===== src/rtl/usb_ep_pkg.sv =====
`default_nettype none
//------------------------------------------------------------------
// Package  : usb_ep_pkg
// Purpose  : shared state encodings, DATA PIDs and PID toggle helper
// Revision : 1.0 - initial release
//------------------------------------------------------------------
package usb_ep_pkg;

  typedef logic [1:0] ep_state_t;

  localparam logic [1:0] IDLE     = 2'd0;
  localparam logic [1:0] SEND     = 2'd1;
  localparam logic [1:0] ZLP      = 2'd2;
  localparam logic [1:0] WAIT_ACK = 2'd3;

  localparam logic [3:0] PID_DATA0 = 4'b0011;
  localparam logic [3:0] PID_DATA1 = 4'b1011;

  function automatic logic [3:0] pid_toggle(input logic [3:0] pid);
    return (pid == PID_DATA0) ? PID_DATA1 : PID_DATA0;
  endfunction

endpackage
`default_nettype wire


===== src/rtl/ep_pkt_buf.sv =====
`default_nettype none
//------------------------------------------------------------------
// Module   : ep_pkt_buf
// Purpose  : packet buffer, sync write / async read, single clock
// Revision : 1.0 - initial release
//------------------------------------------------------------------
module ep_pkt_buf #(
  parameter int DEPTH = 64,
  parameter int AW    = $clog2(DEPTH)
) (
  input  logic          r_clk,
  input  logic          we,
  input  logic [AW-1:0] waddr,
  input  logic [7:0]    wdata,
  input  logic [AW-1:0] raddr,
  output logic [7:0]    rdata
);

  logic [7:0] r_mem [DEPTH];

  always_ff @(posedge r_clk) begin
    if (we) r_mem[waddr] <= wdata;
  end

  assign rdata = r_mem[raddr];

endmodule
`default_nettype wire


===== src/rtl/usb_in_ep_ctrl.sv =====
`default_nettype none
//------------------------------------------------------------------
// Module   : usb_in_ep_ctrl
// Purpose  : drains the byte queue into a packet buffer and answers IN tokens
// Revision : 1.0 - initial release
//------------------------------------------------------------------
module usb_in_ep_ctrl
  import usb_ep_pkg::*;
#(
  parameter int MAX_PKT = 64
) (
  input  logic       r_clk,
  input  logic       rst,
  input  logic [7:0] q_data,
  input  logic       q_empty,
  output logic       q_r_en,
  input  logic       in_token,
  output logic [7:0] tx_data,
  output logic       tx_valid,
  output logic       tx_last,
  input  logic       tx_ready,
  output logic       tx_zlp,
  output logic       tx_nak,
  output logic [3:0] data_pid,
  input  logic       ack_rcvd,
  input  logic       ack_timeout,
  input  logic       toggle_clr,
  output logic       busy
);

  localparam int            CW    = $clog2(MAX_PKT + 1);
  localparam int            AW    = $clog2(MAX_PKT);
  localparam logic [CW-1:0] c_MAX = CW'(MAX_PKT);

  ep_state_t     r_state;
  logic [CW-1:0] r_cnt;
  logic [CW-1:0] r_len;
  logic [CW-1:0] r_idx;
  logic          r_locked;
  logic          r_zlp_pend;
  logic          r_tclr_pend;
  logic          r_nak;
  logic [3:0]    r_pid;

  logic          w_fill_en;
  logic          w_rd;
  logic [CW-1:0] w_cnt_next;
  logic          w_tclr;
  logic          w_zlp_pend;
  logic          w_last;
  logic          w_send;
  logic [7:0]    w_rdata;

  assign w_fill_en  = (r_state == IDLE) & ~r_locked & (r_cnt < c_MAX);
  // Gated by rst so the queue is never popped while reset is held.
  assign w_rd       = w_fill_en & ~q_empty & rst;
  assign w_cnt_next = r_cnt + CW'(w_rd);
  assign w_tclr     = toggle_clr | r_tclr_pend;
  assign w_zlp_pend = r_zlp_pend & ~w_tclr;
  assign w_send     = (r_state == SEND);
  assign w_last     = (r_idx == r_len - CW'(1));

  ep_pkt_buf #(
    .DEPTH (MAX_PKT)
  ) u_buf (
    .r_clk (r_clk),
    .we    (w_rd),
    .waddr (r_cnt[AW-1:0]),
    .wdata (q_data),
    .raddr (r_idx[AW-1:0]),
    .rdata (w_rdata)
  );

  always_ff @(posedge r_clk or negedge rst) begin
    if (!rst) begin
      r_state     <= IDLE;
      r_cnt       <= '0;
      r_len       <= '0;
      r_idx       <= '0;
      r_locked    <= 1'b0;
      r_zlp_pend  <= 1'b0;
      r_tclr_pend <= 1'b0;
      r_nak       <= 1'b0;
      r_pid       <= PID_DATA0;
    end else begin
      r_nak <= 1'b0;
      if (w_rd) r_cnt <= w_cnt_next;
      if (toggle_clr && (r_state != IDLE)) r_tclr_pend <= 1'b1;

      case (r_state)
        IDLE: begin
          if (w_tclr) begin
            r_pid       <= PID_DATA0;
            r_zlp_pend  <= 1'b0;
            r_tclr_pend <= 1'b0;
          end
          if (in_token) begin
            // A locked buffer is a retry: cnt still equals len, len==0 means a ZLP retry.
            if (w_cnt_next != '0) begin
              r_state  <= SEND;
              r_locked <= 1'b1;
              r_len    <= w_cnt_next;
              r_idx    <= '0;
            end else if (r_locked || w_zlp_pend) begin
              r_state <= ZLP;
            end else begin
              r_nak <= 1'b1;
            end
          end
        end
        SEND: begin
          if (tx_ready) begin
            if (w_last) begin
              r_state <= WAIT_ACK;
              r_idx   <= '0;
            end else begin
              r_idx <= r_idx + CW'(1);
            end
          end
        end
        ZLP: begin
          r_len    <= '0;
          r_locked <= 1'b1;
          r_state  <= WAIT_ACK;
        end
        WAIT_ACK: begin
          if (ack_rcvd) begin
            r_pid      <= pid_toggle(r_pid);
            r_zlp_pend <= (r_len == c_MAX);
            r_cnt      <= '0;
            r_locked   <= 1'b0;
            r_state    <= IDLE;
          end else if (ack_timeout) begin
            r_state <= IDLE;
          end
        end
        default: r_state <= IDLE;
      endcase
    end
  end

  assign q_r_en   = w_rd;
  assign tx_valid = w_send;
  assign tx_data  = w_send ? w_rdata : 8'h00;
  assign tx_last  = w_send & w_last;
  assign tx_zlp   = (r_state == ZLP);
  assign tx_nak   = r_nak;
  assign data_pid = r_pid;
  assign busy     = (r_state != IDLE);

endmodule
`default_nettype wire


===== config.mk =====
export PLATFORM = sky130hd
export DESIGN_NAME = usb_in_ep_ctrl
export DESIGN_NICKNAME = d
export VERILOG_FILES = /design/src/rtl/usb_ep_pkg.sv /design/src/rtl/ep_pkt_buf.sv /design/src/rtl/usb_in_ep_ctrl.sv
export SDC_FILE = /design/constraint.sdc
export NUM_CORES = 1
export LEC_CHECK = 0
export ABC_AREA = 0
export BUFFER_PORTS_ARGS = -buffer_cell sky130_fd_sc_hd__buf_4
export CORE_ASPECT_RATIO = 1.25
export CORE_UTILIZATION = 60
export DETAILED_ROUTE_END_ITERATION = 6
export PLACE_DENSITY = 0.76
export SLEW_MARGIN = 30
export SYNTH_ARGS = -nofsm -noshare
export SYNTH_HDL_FRONTEND = slang
export SYNTH_SLANG_ARGS = --single-unit

===== constraint.sdc =====
create_clock -name r_clk -period 4.7 [get_ports r_clk]
set_input_delay 0.705 -clock r_clk [delete_from_list [all_inputs] [get_ports r_clk]]
set_output_delay 0.705 -clock r_clk [all_outputs]
set_load 0.1 [all_outputs]

==> results.sh <==
export IMPL_worst_pin_slew_ns=0.926
export IMPL_irDropWorstVdd_v=0.000309
export IMPL_drv_slew=0
export IMPL_reg2reg_depth=12
export IMPL_place_port_buffers=30
export IMPL_clk_pin_slew_ns=0.06
export IMPL_synth_area_leaders="edfxtp_1 (70%), mux4_2 (14%), dfrtp_1 (3.2%)"
export IMPL_yosysSeqAreaShare_pct=73.5
export IMPL_top_level_ports=34
export IMPL_grt_pass1_wl_microns=69300
export IMPL_drive_gt1_share_pct=23.7
export IMPL_die_area_sq_mm=0.0372
export IMPL_max_slew_margin_rel_pct=38.0
export IMPL_critPathMaxFanout=31
export IMPL_r2r_slack_ns=0.71
export IMPL_hold_path_class="input port to asynchronous set/reset pin"
export IMPL_cts_resized=0
export IMPL_synthDistinctLibCells=64
export IMPL_htree_levels=2
export IMPL_grt_usage_pct=25.3
export IMPL_dp_hpwl_microns=27500
export IMPL_rr_startpoint="r_state[0]$_DFFE_PN0P_"
export IMPL_dr_first_iter_drc_count=1113
export IMPL_yosysTopAreaCell="edfxtp_1"
export IMPL_vias=10917
export IMPL_mappedNetlistArea_sq_mm=0.0219
export IMPL_cts_buffers=51
export IMPL_detail_route_wl_per_cell_microns=27.7
export IMPL_rsz0062_at_grt="no"
export IMPL_cts_root_buf="clkbuf_16"
export IMPL_hold_ws_ns=0.0438
export IMPL_setup_viol=0
export IMPL_min_period_ns=4.20
export IMPL_critical_path_class="flop to output port"
export IMPL_cp_endpoint="tx_data[1]"
export IMPL_postRouteAntennaNets=0
export IMPL_core_sq_mm=0.0356
export IMPL_netlist_top_cells_count="edfxtp_1 (512), mux4_2 (134), nor2_1 (87), mux2i_1 (41), nand2_1 (36)"
export IMPL_yosys_warnings=0
export IMPL_dieHeight_microns=215
export IMPL_drc=0
export IMPL_grt_max_degree=65
export IMPL_synth_edf_count=512
export IMPL_ys_async_sr_fraction_pct=5.19
export IMPL_start_util_pct=61.3
export IMPL_drv_cap=0
export IMPL_clock_sinks=540
export IMPL_synthCells=1106
export IMPL_routed_wl_microns=45800
export IMPL_fillCellCount=2210
export IMPL_synth_top_cell_area_share_pct=70.3
export IMPL_num_nets_final=1170
export IMPL_arrival_ns=3.49
export IMPL_clock_latency_ns=0.57
export IMPL_crit_path_start="r_idx[0]$_DFFE_PN0P_"
export IMPL_yosysMostFrequentCell="edfxtp_1"
export IMPL_finalSetupTns_ns=0
export IMPL_area_growth_pct=10.3
export IMPL_fmax_ghz=0.238
export IMPL_r2r_end="r_idx[0]$_DFFE_PN0P_"
export IMPL_grt_pass1_vias=10977
export IMPL_hold_viol=0
export IMPL_routabilityCongestion=0.844
export IMPL_cp_required_ns=3.99
export IMPL_status="complete, no violations"
export IMPL_clk_path_buf_depth=3
export IMPL_synth_avg_cell_area_sq_um=19.8
export IMPL_start_kind="flop"
export IMPL_clock_skew_ns=0.0182
export IMPL_die_w_microns=173
export IMPL_antenna_found_initial=0
export IMPL_p_per_area_mw_per_mm2=496
export IMPL_tritoncts="built"
export IMPL_diodes=0
export IMPL_overflow=0
export IMPL_std_cell_rows=77
export IMPL_cts_setup_buffers=0
export IMPL_cellLeakagePower_uw=0.00745
export IMPL_post_route_period_util_pct=89.3
export IMPL_synthFlopType="edfxtp_1"
export IMPL_firstDrtPassIters=5
export IMPL_cts_hold_buffers=0
export IMPL_drt_vias_per_instance=6.60
export IMPL_critPathCaptureType="output port"
export IMPL_synth_seq_cells=540
==> through the flow <==
step	worst slack [ns]	area, sq um	cells	power, uW	util (%)
floorplan	0.463	21900	1107	7500	-
global placement	0.889	22600	1565	8180	63.3
detailed placement	0.781	22600	1565	8230	63.3
CTS	0.501	24100	1655	12000	67.6
global route	0.347	24100	1655	12300	67.6
finish	0.505	24100	1655	12000	67.6
==> cell families (layout without fill, tap and decap cells) <==
group,Yosys count,in the layout,share of synthesized area [%]
compound gates,91,91,3.42
xor+xnor,16,16,0.641
fa+ha+maj,10,10,0.572
buf+inv,78,152,1.76
flops,540,540,73.5
mux,182,182,16.0
other cells,2,3,0.0343
simple gates,187,187,4.00
==> cells in the final DEF (no fill, tap or decap), types with 15 or more instances in the layout <==
master	instances
nand2_1	36
clkbuf_16	53
clkinv_1	18
nand3_1	15
dfrtp_1	24
nor2_1	86
buf_4	46
o21ai_0	16
mux4_2	134
edfxtp_1	512
mux2i_1	41
==> worst min-delay path by stage <==
stage | endpoint | cells past startpoint
5_1_grt | r_cnt[0]$_DFF_PN0_ | 1
3_5_place_dp | r_locked$_DFFE_PN0P_ | 1
2_1_floorplan | data_pid[3]$_DFFE_PN0P_ | 0
4_1_cts | r_cnt[0]$_DFF_PN0_ | 1
3_3_place_gp | r_locked$_DFFE_PN0P_ | 1
6_report | r_cnt[0]$_DFF_PN0_ | 1
==> layout make-up <==
cell class | count | area [sq um] | area share [%]
timing repair buffer | 51 | 445 | 1.85
clock inverter | 27 | 169 | 0.700
tap | 474 | 593 | 2.46
sequential | 540 | 16100 | 66.7
multi-input combinational | 489 | 5420 | 22.5
inverter | 11 | 41.3 | 0.171
clock buffer | 63 | 1360 | 5.66
==> critical path: stages, from the launching register on <==
cell	delay (ns)
dfrtp_4	0.74
buf_12	0.32
mux4_2	0.54
mux4_2	0.53
mux2i_1	0.24
o22ai_1	0.21
buf_4	0.29
==> registers in the layout, summed over array words and instances (netlist names) <==
signal and cells:
r_state 2, r_idx 7, r_len 7, u_buf.r_mem 512
r_zlp_pend 1, data_pid 1, r_cnt 7, tx_nak 1
r_tclr_pend 1, r_locked 1
==> per-layer routing <==
layer / vias up / track usage [%] / routed length [microns]
met1: 5687 / 34.5 / 17500
met5: - / 0 / 0
li1: 4578 / - / -
met2: 564 / 42.7 / 23700
met3: 88 / 3.61 / 3400
met4: 0 / 8.02 / 1270
==> power by group <==
| group | switching (uW) | internal, uW | leakage, uW |
|---|---|---|---|
| combinational | 1550 | 1120 | 0.00175 |
| sequential | 143 | 5330 | 0.00496 |
| clock | 1660 | 2150 | 0.000746 |
(Power assumes the default switching activity.)
